**config.mk**
```make
export PLATFORM = sky130hd
export DESIGN_NAME = flash_read_seq_flat
export DESIGN_NICKNAME = d
export VERILOG_FILES = /design/src/rtl/flash_read_seq_if.sv /design/src/rtl/flash_read_seq.sv /design/src/flat_wrapper.sv
export SDC_FILE = /design/constraint.sdc
export NUM_CORES = 1
export LEC_CHECK = 0
export CORE_UTILIZATION = 40
export CTS_CLUSTER_DIAMETER = 40
export CTS_CLUSTER_SIZE = 10
export DETAILED_ROUTE_END_ITERATION = 8
export PLACE_DENSITY = 0.84
export SLEW_MARGIN = 20
export SYNTH_ARGS = -nofsm -noshare
export SYNTH_HDL_FRONTEND = slang
export SYNTH_SLANG_ARGS = --single-unit
```
**constraint.sdc**
```tcl
create_clock -name wb_clk_i -period 4 [get_ports wb_clk_i]
set_input_delay 0.6 -clock wb_clk_i [delete_from_list [all_inputs] [get_ports wb_clk_i]]
set_output_delay 0.6 -clock wb_clk_i [all_outputs]
set_load 0.02 [all_outputs]
```
**src/rtl/flash_read_seq_if.sv**
```systemverilog
// Wishbone slave bus bundle for flash_read_seq: master drives requests, slave returns ack and read data.
interface flash_read_seq_if;
  logic        wbs_stb_i;
  logic        wbs_cyc_i;
  logic        wbs_we_i;
  logic [3:0]  wbs_sel_i;
  logic [31:0] wbs_adr_i;
  logic [31:0] wbs_dat_i;
  logic        wbs_ack_o;
  logic [31:0] wbs_dat_o;

  modport master (
    output wbs_stb_i, wbs_cyc_i, wbs_we_i, wbs_sel_i, wbs_adr_i, wbs_dat_i,
    input  wbs_ack_o, wbs_dat_o
  );

  modport slave (
    input  wbs_stb_i, wbs_cyc_i, wbs_we_i, wbs_sel_i, wbs_adr_i, wbs_dat_i,
    output wbs_ack_o, wbs_dat_o
  );
endinterface

```
**src/rtl/flash_read_seq.sv**
```systemverilog
// Wishbone read sequencer for the 8x8 flash array: precharge -> sense -> select, then capture the byte.
// Optional macro FLASH_RD_IRQ_EN adds irq_o and a CTRL irq-enable bit (bit5).
module flash_read_seq #(
  parameter logic [31:0] BASE_ADR      = 32'h3000_0000,
  parameter int unsigned PRE_CYCLES    = 4,
  parameter int unsigned SENSE_CYCLES  = 4,
  parameter int unsigned SETTLE_CYCLES = 2
) (
  input  logic            wb_clk_i,
  input  logic            wb_rst_i,
  flash_read_seq_if.slave wb,
  output logic            sen1_o,
  output logic            sen2_o,
  output logic [3:0]      out_en_o,
  input  logic [7:0]      sense_data_i
`ifdef FLASH_RD_IRQ_EN
  ,
  output logic            irq_o
`endif
);

  typedef enum logic [1:0] {
    ST_IDLE  = 2'd0,
    ST_PRE   = 2'd1,
    ST_SENSE = 2'd2,
    ST_SEL   = 2'd3
  } state_e;

  localparam logic [7:0] PRE_LOAD    = 8'(PRE_CYCLES - 1);
  localparam logic [7:0] SENSE_LOAD  = 8'(SENSE_CYCLES - 1);
  localparam logic [7:0] SETTLE_LOAD = 8'(SETTLE_CYCLES - 1);

  state_e      state_q, state_d;
  logic [7:0]  cnt_q, cnt_d;
  logic        sen1_q, sen1_d, sen2_q, sen2_d;
  logic [3:0]  out_en_q, out_en_d;

  logic        ack_q, we_q, sel0_q;
  logic [1:0]  reg_q;
  logic [5:0]  wdat_q;
  logic [31:0] rdat_q, rdata_s;

  logic [1:0]  group_q;
  logic        done_q, ovr_q;
  logic [7:0]  data_q;
  logic        irq_en_s;

  logic hit_s, req_s, busy_s, ctrl_wr_s, start_s, accept_s, ovr_set_s, data_rd_s, done_set_s;
  logic unused_s;

  assign hit_s      = (wb.wbs_adr_i[31:4] == BASE_ADR[31:4]);
  assign req_s      = wb.wbs_stb_i & wb.wbs_cyc_i & hit_s & ~ack_q;
  assign busy_s     = (state_q != ST_IDLE);
  // Side effects act on the request latched at the request edge, applied at the ack edge.
  assign ctrl_wr_s  = ack_q & we_q & sel0_q & (reg_q == 2'd0);
  assign start_s    = ctrl_wr_s & wdat_q[0];
  assign accept_s   = start_s & ~busy_s;
  assign ovr_set_s  = start_s & busy_s;
  assign data_rd_s  = ack_q & ~we_q & (reg_q == 2'd1);
  assign done_set_s = (state_q == ST_SEL) && (cnt_q == 8'd0);
  assign unused_s   = ^{wb.wbs_adr_i[1:0], wb.wbs_sel_i[3:1], wb.wbs_dat_i[31:6], wdat_q[5]};

  assign wb.wbs_ack_o = ack_q;
  assign wb.wbs_dat_o = rdat_q;
  assign sen1_o       = sen1_q;
  assign sen2_o       = sen2_q;
  assign out_en_o     = out_en_q;

  // Register read mux, sampled at the request edge
  always_comb begin
    rdata_s = 32'd0;
    case (wb.wbs_adr_i[3:2])
      2'd0:    rdata_s = {26'd0, irq_en_s, group_q, ovr_q, done_q, busy_s};
      2'd1:    rdata_s = {24'd0, data_q};
      default: rdata_s = 32'd0;
    endcase
  end

  // Bus front end: one-cycle ack, latched request fields, read data only during a read ack
  always_ff @(posedge wb_clk_i) begin
    if (wb_rst_i) begin
      ack_q  <= 1'b0;
      we_q   <= 1'b0;
      sel0_q <= 1'b0;
      reg_q  <= 2'd0;
      wdat_q <= 6'd0;
      rdat_q <= 32'd0;
    end else begin
      ack_q  <= req_s;
      we_q   <= wb.wbs_we_i;
      sel0_q <= wb.wbs_sel_i[0];
      reg_q  <= wb.wbs_adr_i[3:2];
      wdat_q <= wb.wbs_dat_i[5:0];
      rdat_q <= (req_s && !wb.wbs_we_i) ? rdata_s : 32'd0;
    end
  end

  // Sequencer state, counter and registered array pins
  always_ff @(posedge wb_clk_i) begin
    if (wb_rst_i) begin
      state_q  <= ST_IDLE;
      cnt_q    <= 8'd0;
      sen1_q   <= 1'b0;
      sen2_q   <= 1'b0;
      out_en_q <= 4'd0;
    end else begin
      state_q  <= state_d;
      cnt_q    <= cnt_d;
      sen1_q   <= sen1_d;
      sen2_q   <= sen2_d;
      out_en_q <= out_en_d;
    end
  end

  // Next state: each phase reloads the down-counter on entry and leaves when it hits zero
  always_comb begin
    state_d = state_q;
    cnt_d   = cnt_q;
    case (state_q)
      ST_IDLE: begin
        if (accept_s) begin
          state_d = ST_PRE;
          cnt_d   = PRE_LOAD;
        end else begin
          state_d = ST_IDLE;
          cnt_d   = 8'd0;
        end
      end
      ST_PRE: begin
        if (cnt_q == 8'd0) begin
          state_d = ST_SENSE;
          cnt_d   = SENSE_LOAD;
        end else begin
          cnt_d = cnt_q - 8'd1;
        end
      end
      ST_SENSE: begin
        if (cnt_q == 8'd0) begin
          state_d = ST_SEL;
          cnt_d   = SETTLE_LOAD;
        end else begin
          cnt_d = cnt_q - 8'd1;
        end
      end
      ST_SEL: begin
        if (cnt_q == 8'd0) begin
          state_d = ST_IDLE;
          cnt_d   = 8'd0;
        end else begin
          cnt_d = cnt_q - 8'd1;
        end
      end
      default: begin
        state_d = ST_IDLE;
        cnt_d   = 8'd0;
      end
    endcase
  end

  // Pin values decoded from the next state so the registered pins line up with the state register
  always_comb begin
    sen1_d   = 1'b0;
    sen2_d   = 1'b0;
    out_en_d = 4'd0;
    case (state_d)
      ST_PRE:   sen1_d = 1'b1;
      ST_SENSE: begin
        sen1_d = 1'b1;
        sen2_d = 1'b1;
      end
      ST_SEL: begin
        sen2_d   = 1'b1;
        out_en_d = 4'b0001 << group_q;
      end
      default: begin
        sen1_d   = 1'b0;
        sen2_d   = 1'b0;
        out_en_d = 4'd0;
      end
    endcase
  end

  // Status registers; the done set takes priority over a same-edge DATA read clear
  always_ff @(posedge wb_clk_i) begin
    if (wb_rst_i) begin
      group_q <= 2'd0;
      done_q  <= 1'b0;
      ovr_q   <= 1'b0;
      data_q  <= 8'd0;
    end else begin
      if (accept_s) group_q <= wdat_q[2:1];
      if (done_set_s) done_q <= 1'b1;
      else if (accept_s || data_rd_s) done_q <= 1'b0;
      if (accept_s) ovr_q <= 1'b0;
      else if (ovr_set_s) ovr_q <= 1'b1;
      if (done_set_s) data_q <= sense_data_i;
    end
  end

`ifdef FLASH_RD_IRQ_EN
  logic irq_en_q, irq_q;

  // Completion interrupt: one pulse when done rises, gated by the enable bit
  always_ff @(posedge wb_clk_i) begin
    if (wb_rst_i) begin
      irq_en_q <= 1'b0;
      irq_q    <= 1'b0;
    end else begin
      if (ctrl_wr_s) irq_en_q <= wdat_q[5];
      irq_q <= done_set_s & irq_en_q;
    end
  end

  assign irq_en_s = irq_en_q;
  assign irq_o    = irq_q;
`else
  assign irq_en_s = 1'b0;
`endif

endmodule
```
**src/flat_wrapper.sv**
```systemverilog
// flat-port wrapper written by rule: the top's interface ports become plain ports
module flash_read_seq_flat 
#(
  parameter logic [31:0] BASE_ADR      = 32'h3000_0000,
  parameter int unsigned PRE_CYCLES    = 4,
  parameter int unsigned SENSE_CYCLES  = 4,
  parameter int unsigned SETTLE_CYCLES = 2
)
  (wb_clk_i, wb_rst_i, sen1_o, sen2_o, out_en_o, sense_data_i, wb_wbs_stb_i, wb_wbs_cyc_i, wb_wbs_we_i, wb_wbs_sel_i, wb_wbs_adr_i, wb_wbs_dat_i, wb_wbs_ack_o, wb_wbs_dat_o);
  flash_read_seq_if wb_i ();
  input  logic wb_clk_i;
  input  logic wb_rst_i;
  output logic sen1_o;
  output logic sen2_o;
  output logic [3:0] out_en_o;
  input  logic [7:0] sense_data_i;
  input wire logic [$bits(wb_i.wbs_stb_i)-1:0] wb_wbs_stb_i;
  input wire logic [$bits(wb_i.wbs_cyc_i)-1:0] wb_wbs_cyc_i;
  input wire logic [$bits(wb_i.wbs_we_i)-1:0] wb_wbs_we_i;
  input wire logic [$bits(wb_i.wbs_sel_i)-1:0] wb_wbs_sel_i;
  input wire logic [$bits(wb_i.wbs_adr_i)-1:0] wb_wbs_adr_i;
  input wire logic [$bits(wb_i.wbs_dat_i)-1:0] wb_wbs_dat_i;
  output wire logic [$bits(wb_i.wbs_ack_o)-1:0] wb_wbs_ack_o;
  output wire logic [$bits(wb_i.wbs_dat_o)-1:0] wb_wbs_dat_o;
  assign wb_i.wbs_stb_i = wb_wbs_stb_i;
  assign wb_i.wbs_cyc_i = wb_wbs_cyc_i;
  assign wb_i.wbs_we_i = wb_wbs_we_i;
  assign wb_i.wbs_sel_i = wb_wbs_sel_i;
  assign wb_i.wbs_adr_i = wb_wbs_adr_i;
  assign wb_i.wbs_dat_i = wb_wbs_dat_i;
  assign wb_wbs_ack_o = wb_i.wbs_ack_o;
  assign wb_wbs_dat_o = wb_i.wbs_dat_o;
  flash_read_seq #(.BASE_ADR(BASE_ADR), .PRE_CYCLES(PRE_CYCLES), .SENSE_CYCLES(SENSE_CYCLES), .SETTLE_CYCLES(SETTLE_CYCLES)) u_core (.wb_clk_i(wb_clk_i), .wb_rst_i(wb_rst_i), .wb(wb_i), .sen1_o(sen1_o), .sen2_o(sen2_o), .out_en_o(out_en_o), .sense_data_i(sense_data_i));
endmodule
```
**Word-level counts from Yosys, hierarchy flattened**

Index checks and enable logic that the tools add are counted.

- Input port bits: 81
- Output and inout bits: 39
- Bits in registers: 68

- Reduce and logical (&&, ||, !) cells: 15
- Equality and inequality tests: 9
- Multiplexer cells: 15
- Add/sub/neg operators: 1
- Bitwise logic cells: 16
- Shift-type cells: 1

Operator list:

| kind | count |
|---|---|
| 8-bit one-hot mux with 4 select lines | 1 |
| 28-bit by 26-bit == test with 1-bit output (second input constant) | 1 |
| 8-bit 2-to-1 mux | 3 |
| 8-bit one-hot mux with 2 select lines | 1 |
| 1-bit AND | 11 |
| 2-bit OR reduction | 5 |
| 2-bit by 1-bit == test with 1-bit output (second input constant) | 4 |
| 2-bit == test (second input constant) | 4 |
| 8-bit logical NOT | 1 |
| 2-bit 2-to-1 mux | 4 |
| 2-bit one-hot mux with 4 select lines | 1 |
| 8-bit by 1-bit subtractor with 8-bit output (second input constant) | 1 |
| 2-bit logical NOT | 3 |
| 1-bit 2-to-1 mux | 5 |
| 1-bit inverter | 5 |
| 2-bit nonzero test | 2 |
| 1-bit by 2-bit << shifter with 4-bit output (first input constant) | 1 |
| 1-bit logical AND | 2 |
| 1-bit logical NOT | 1 |
| 1-bit logical OR | 1 |

**Longest topological paths before layout**

- Depth after elaboration: 10
- Depth in mapped cells: 10
- Mapped depth without buffers: 9

**Worst setup path before layout**

OpenSTA, ideal clock, no wires.

- Path type: reg-to-reg
- Start point: reg u_core.cnt_q[0]
- End point: reg u_core.out_en_q[0] (netlist: u_core.out_en_o[0])
- Path buffers: 1
- Data arrival time: 2.002 ns
- Cell stages (with the launch flop): 10
- Path slack: 1.882 ns
- Cells stage by stage: dfxtp_1 -> inv_1 -> ha_1 -> or4bb_1 -> clkbuf_1 -> o21ai_1 -> nand2_1 -> ha_1 -> nor2b_1 -> and3_1

- Cells in the longest elaborated chain, start to end: 6

RTL lines:

| element | RTL line | RTL |
|---|---|---|
| from (decl) | flash_read_seq.sv:34 | `logic [7:0] cnt_q, cnt_d;` |
| from (signal assigned) | flash_read_seq.sv:108 | `cnt_q <= cnt_d;` |
| 8-bit logical NOT * | flash_read_seq.sv:130, flash_read_seq.sv:138, flash_read_seq.sv:146 |  |
| 2-bit 2-to-1 mux, on equally long branches | flash_read_seq.sv:146, flash_read_seq.sv:130, flash_read_seq.sv:138 |  |
| 2-bit one-hot mux with 4 select lines * | flash_read_seq.sv:119 | `case (state_q)` |
| net u_core.state_d[1] | flash_read_seq.sv:33 | `state_e state_q, state_d;` |
| 2-bit == test * | flash_read_seq.sv:165 | `case (state_d)` |
| 1-bit inverter (no line) * | -- |  |
| 2-bit OR reduction (no line) * | -- |  |
| to (signal assigned) | flash_read_seq.sv:111 | `out_en_q <= out_en_d;` |
| to (decl) | flash_read_seq.sv:36 | `logic [3:0] out_en_q, out_en_d;` |

The timed path passes the listed nets; every way through them passes the cells marked *.
A chain may end at the register's enable or synchronous reset.

**Worst setup path in the final report**

Ends and elaborated chain as after synthesis.

==> metrics.md <==
| Metric | Value |
|---|---|
| Mean Syn Cell Area | `9.19 sq um` |
| Resized Gates After CTS | `0` |
| Internal | `771 uW` |
| Pwr Total | `1000 uW` |
| Critical Path, Cell by Cell | `inv_1 > ha_1 > or4bb_1 > o21ai_1 > nand2_1 > ha_1 > nor2b_1 > and3_1` |
| Synth top area cells | `dfxtp_1, buf_4, nor4_1` |
| Psw | `233 uW` |
| H-tree Lvls | `2` |
| Worst hold slack | `449 ps` |
| Grt met2 use | `31.9%` |
| DRT Pass-1 Iters | `4` |
| Status | `finished, final reports clean` |
| Slowest cell on crit path | `or4bb_1` |
| First-pass GRT wire length | `6.76 mm` |
| Vias | `1732` |
| Switching part of the total | `23.2%` |
| Synth Cell Area | `2010 sq um` |
| Clk buf depth | `2` |
| Root Buffer Master | `clkbuf_8` |
| Die ar. | `5320 sq um` |
| Final max-slew violation count | `0` |
| Yosys top cell area share | `43.8%` |
| Setup bufs post-CTS | `0` |
| Crit path launch type | `register` |
| Core Box Area | `4790 sq um` |
| RSZ-0062 raised after global routing | `false` |
| Met1 Usage GRT | `16.9%` |
| Asr flop ratio synth | `0%` |
| Area leader, netlist | `dfxtp_1` |
| Die span in y | `72.9 microns` |
| Synthesized flop and latch total | `44` |
| Worst path bufs/invs | `1` |
| Post-DRT Antenna Nets | `0` |
| Hold Fails Final Rpt | `0` |
| Remaining Overflow, GRT | `0` |
| Part of the power in registers | `45.7%` |
| DP Wirelength | `3.27 mm` |
| Critical path arrival | `2540 ps` |
| Hold/Removal Path Class | `reg2reg` |
| Comb pwr share | `15.7%` |
| Post-synth EDFFs | `0` |
| GR met3 Demand/Resource | `5.11%` |
| CTS Buf Count | `5` |
| P_leak | `0.00102 uW` |
| Final Setup Violations | `0` |
| Pre-CTS setup slack | `1400 ps` |
| Initial core utilization | `42.0%` |
| Max VDD drop | `0.145 mV` |
| Clock insertion delay at the later pin of the skew report | `290 ps` |
| Syn-to-layout area delta | `34.9%` |
| Ant. Diodes | `0` |
| GP Congestion | `0.786` |
| Vias in the first global route | `1558` |
| Buffers on Ports | `61` |
| Clock power frac | `38.6%` |
| GR peak layer | `met2` |
| Row cnt | `25` |
| Layout net count | `363` |
| Filler cells | `445` |
| Pin count of the biggest net entering global routing | `28` |
| Overall Global Routing Usage | `16.6%` |
| DR DRC count | `0` |
| Die W | `72.9 microns` |
| Initial antenna violation count | `0` |
| Critical Path Fanout Max | `12` |
| CP Data Required Time | `4190 ps` |
| Syn. warnings | `0` |
| Clock tree sinks | `44` |
| Final Cycle Share | `58.9%` |
| Hold buffer count at cts | `0` |
| Num ports | `120` |
| Pwr Density | `370 nW/um^2` |
| Worst path most repeated cell | `ha_1` |
| Top delay family on crit path | `simple AND/OR/NAND/NOR gates` |
| Slew @ Worst Pin | `539 ps` |
| Worst setup slack after layout | `1650 ps` |
| Worst Setup End Kind | `register` |
| Seq/Total Area, Yosys | `43.8%` |
| Critical setup path kind | `reg2reg` |
| Clk_skew | `4.56 ps` |
| Fmax | `425 MHz` |
| Cell count after synthesis | `219` |
| TritonCTS clock tree | `done` |
| Crit-path max cell delay | `630 ps` |
| DR WL/cell | `12.4 microns` |
| Period minus WS final | `2350 ps` |
| Clk slew on worst S/H paths | `80 ps` |
| Share of layout cells above drive strength 1 | `5.04%` |
| Iter 0 DRT Violations | `47` |
| Distinct cells, synth | `42` |
| Setup TNS | `0 ps` |
| Max_slew headroom | `64.1%` |
| Top_reg_cell synth | `dfxtp_1` |
| Drt via density | `5.02` |
| Wirelength, routed | `4.29 mm` |
| Max Cap Viol | `0` |
registers in the layout (all words and copies together), names as in the netlist:
register             count
u_core.we_q              1
u_core.wdat_q            3
u_core.state_q           2
u_core.ovr_q             1
u_core.group_q           2
u_core.reg_q             2
u_core.done_q            1
u_core.sen2_o            1
u_core.sen1_o            1
u_core.wb.wbs_dat_o      8
u_core.cnt_q             8
u_core.out_en_o          4
u_core.sel0_q            1
u_core.data_q            8
u_core.wb.wbs_ack_o      1
area by class of cell:
type | count | area (sq um) | share of cell area [%]
multi-input cells | 152 | 946 | 34.9
clock buffers | 5 | 68.8 | 2.54
repair buffers | 64 | 633 | 23.3
clock inverters | 2 | 60.1 | 2.21
well taps | 67 | 83.8 | 3.09
flip-flops and latches | 44 | 881 | 32.5
inverters | 11 | 41.3 | 1.52
metrics by stage:
stage / util (%) / instances / cell area, sq um
after floorplan: - / 242 / 2100
after global placement: 54.0 / 338 / 2580
after detailed placement: 54.0 / 338 / 2580
after CTS: 56.7 / 345 / 2710
after global routing: 56.7 / 345 / 2710
final: 56.7 / 345 / 2710
worst reg2reg max path, delay by kind of cell, from the launching register on:
family	cells	cell delay, ps
DFF	1	340
buffers and inverters	1	110
adders and majority gates	2	470
AOI/OAI and AO/OA	1	240
and+or+nand+nor	4	1110
metal layers:
layer,wire length (microns),part of all wire (%)
met4,49,1.1
met5,0,0
met3,353,8.2
met2,2240,52
met1,1650,38
power groups by stage:
stage	Combinational, uW	Sequential (uW)	Clock (uW)
after floorplan	110	468	0
after global placement	155	469	0
final	158	459	387
after CTS	158	459	391
after detailed placement	157	470	0
after global routing	174	461	409
layout by cell type (no fill, tap or decap), types with 5 or more instances in the layout:
cell type         n
clkdlybuf4s50_1  61
dfxtp_1          44
conb_1           24
a21oi_1          14
nor4_1           14
nor2_1           12
inv_1            10
nand4_1          10
nor2b_1           9
o31ai_1           9
nand2_1           6
clkbuf_8          5
kinds of logic after synthesis:
group | after synthesis | share of synthesized area, %
XOR/XNOR | 2 | 0.871
buffers and inverters | 46 | 13.5
multiplexers | 4 | 1.99
AO/OA/AOI/OAI | 42 | 14.1
other | 1 | 0.186
adder cells (fa/ha/maj) | 4 | 2.49
flip-flops | 44 | 43.8
AND/OR/NAND/NOR | 76 | 23.1
final timing paths:
| check | startpoint | to | slack (ps) | cells after the start |
|---|---|---|---|---|
| max | u_core.cnt_q[0] | u_core.out_en_o[0] | 1650 | 8 |
| min | u_core.data_q[7] | u_core.wb.wbs_dat_o[7] | 450 | 2 |
| max reg2reg | u_core.cnt_q[0] | u_core.out_en_o[0] | 1650 | 8 |
| min reg2reg | u_core.data_q[7] | u_core.wb.wbs_dat_o[7] | 450 | 2 |
cells in the mapped netlist (2+ instances only):
master and number:
a21oi_1 14, a311o_1 2, a311oi_1 4, a31o_2 2, and3_1 3, buf_4 24, clkbuf_1 9, dfxtp_1 44
ha_1 4, inv_1 10, mux2i_1 4, nand2_1 6, nand3_1 3, nand4_1 10, nor2_1 12, nor2b_1 9
nor3_1 3, nor4_1 14, nor4bb_1 3, o21ai_0 3, o21ai_1 2, o31ai_1 9, o41ai_1 2, or3_1 2
or4_1 2, or4bb_1 2, xnor2_1 2
Note: power is estimated with default switching activity, not from simulation.
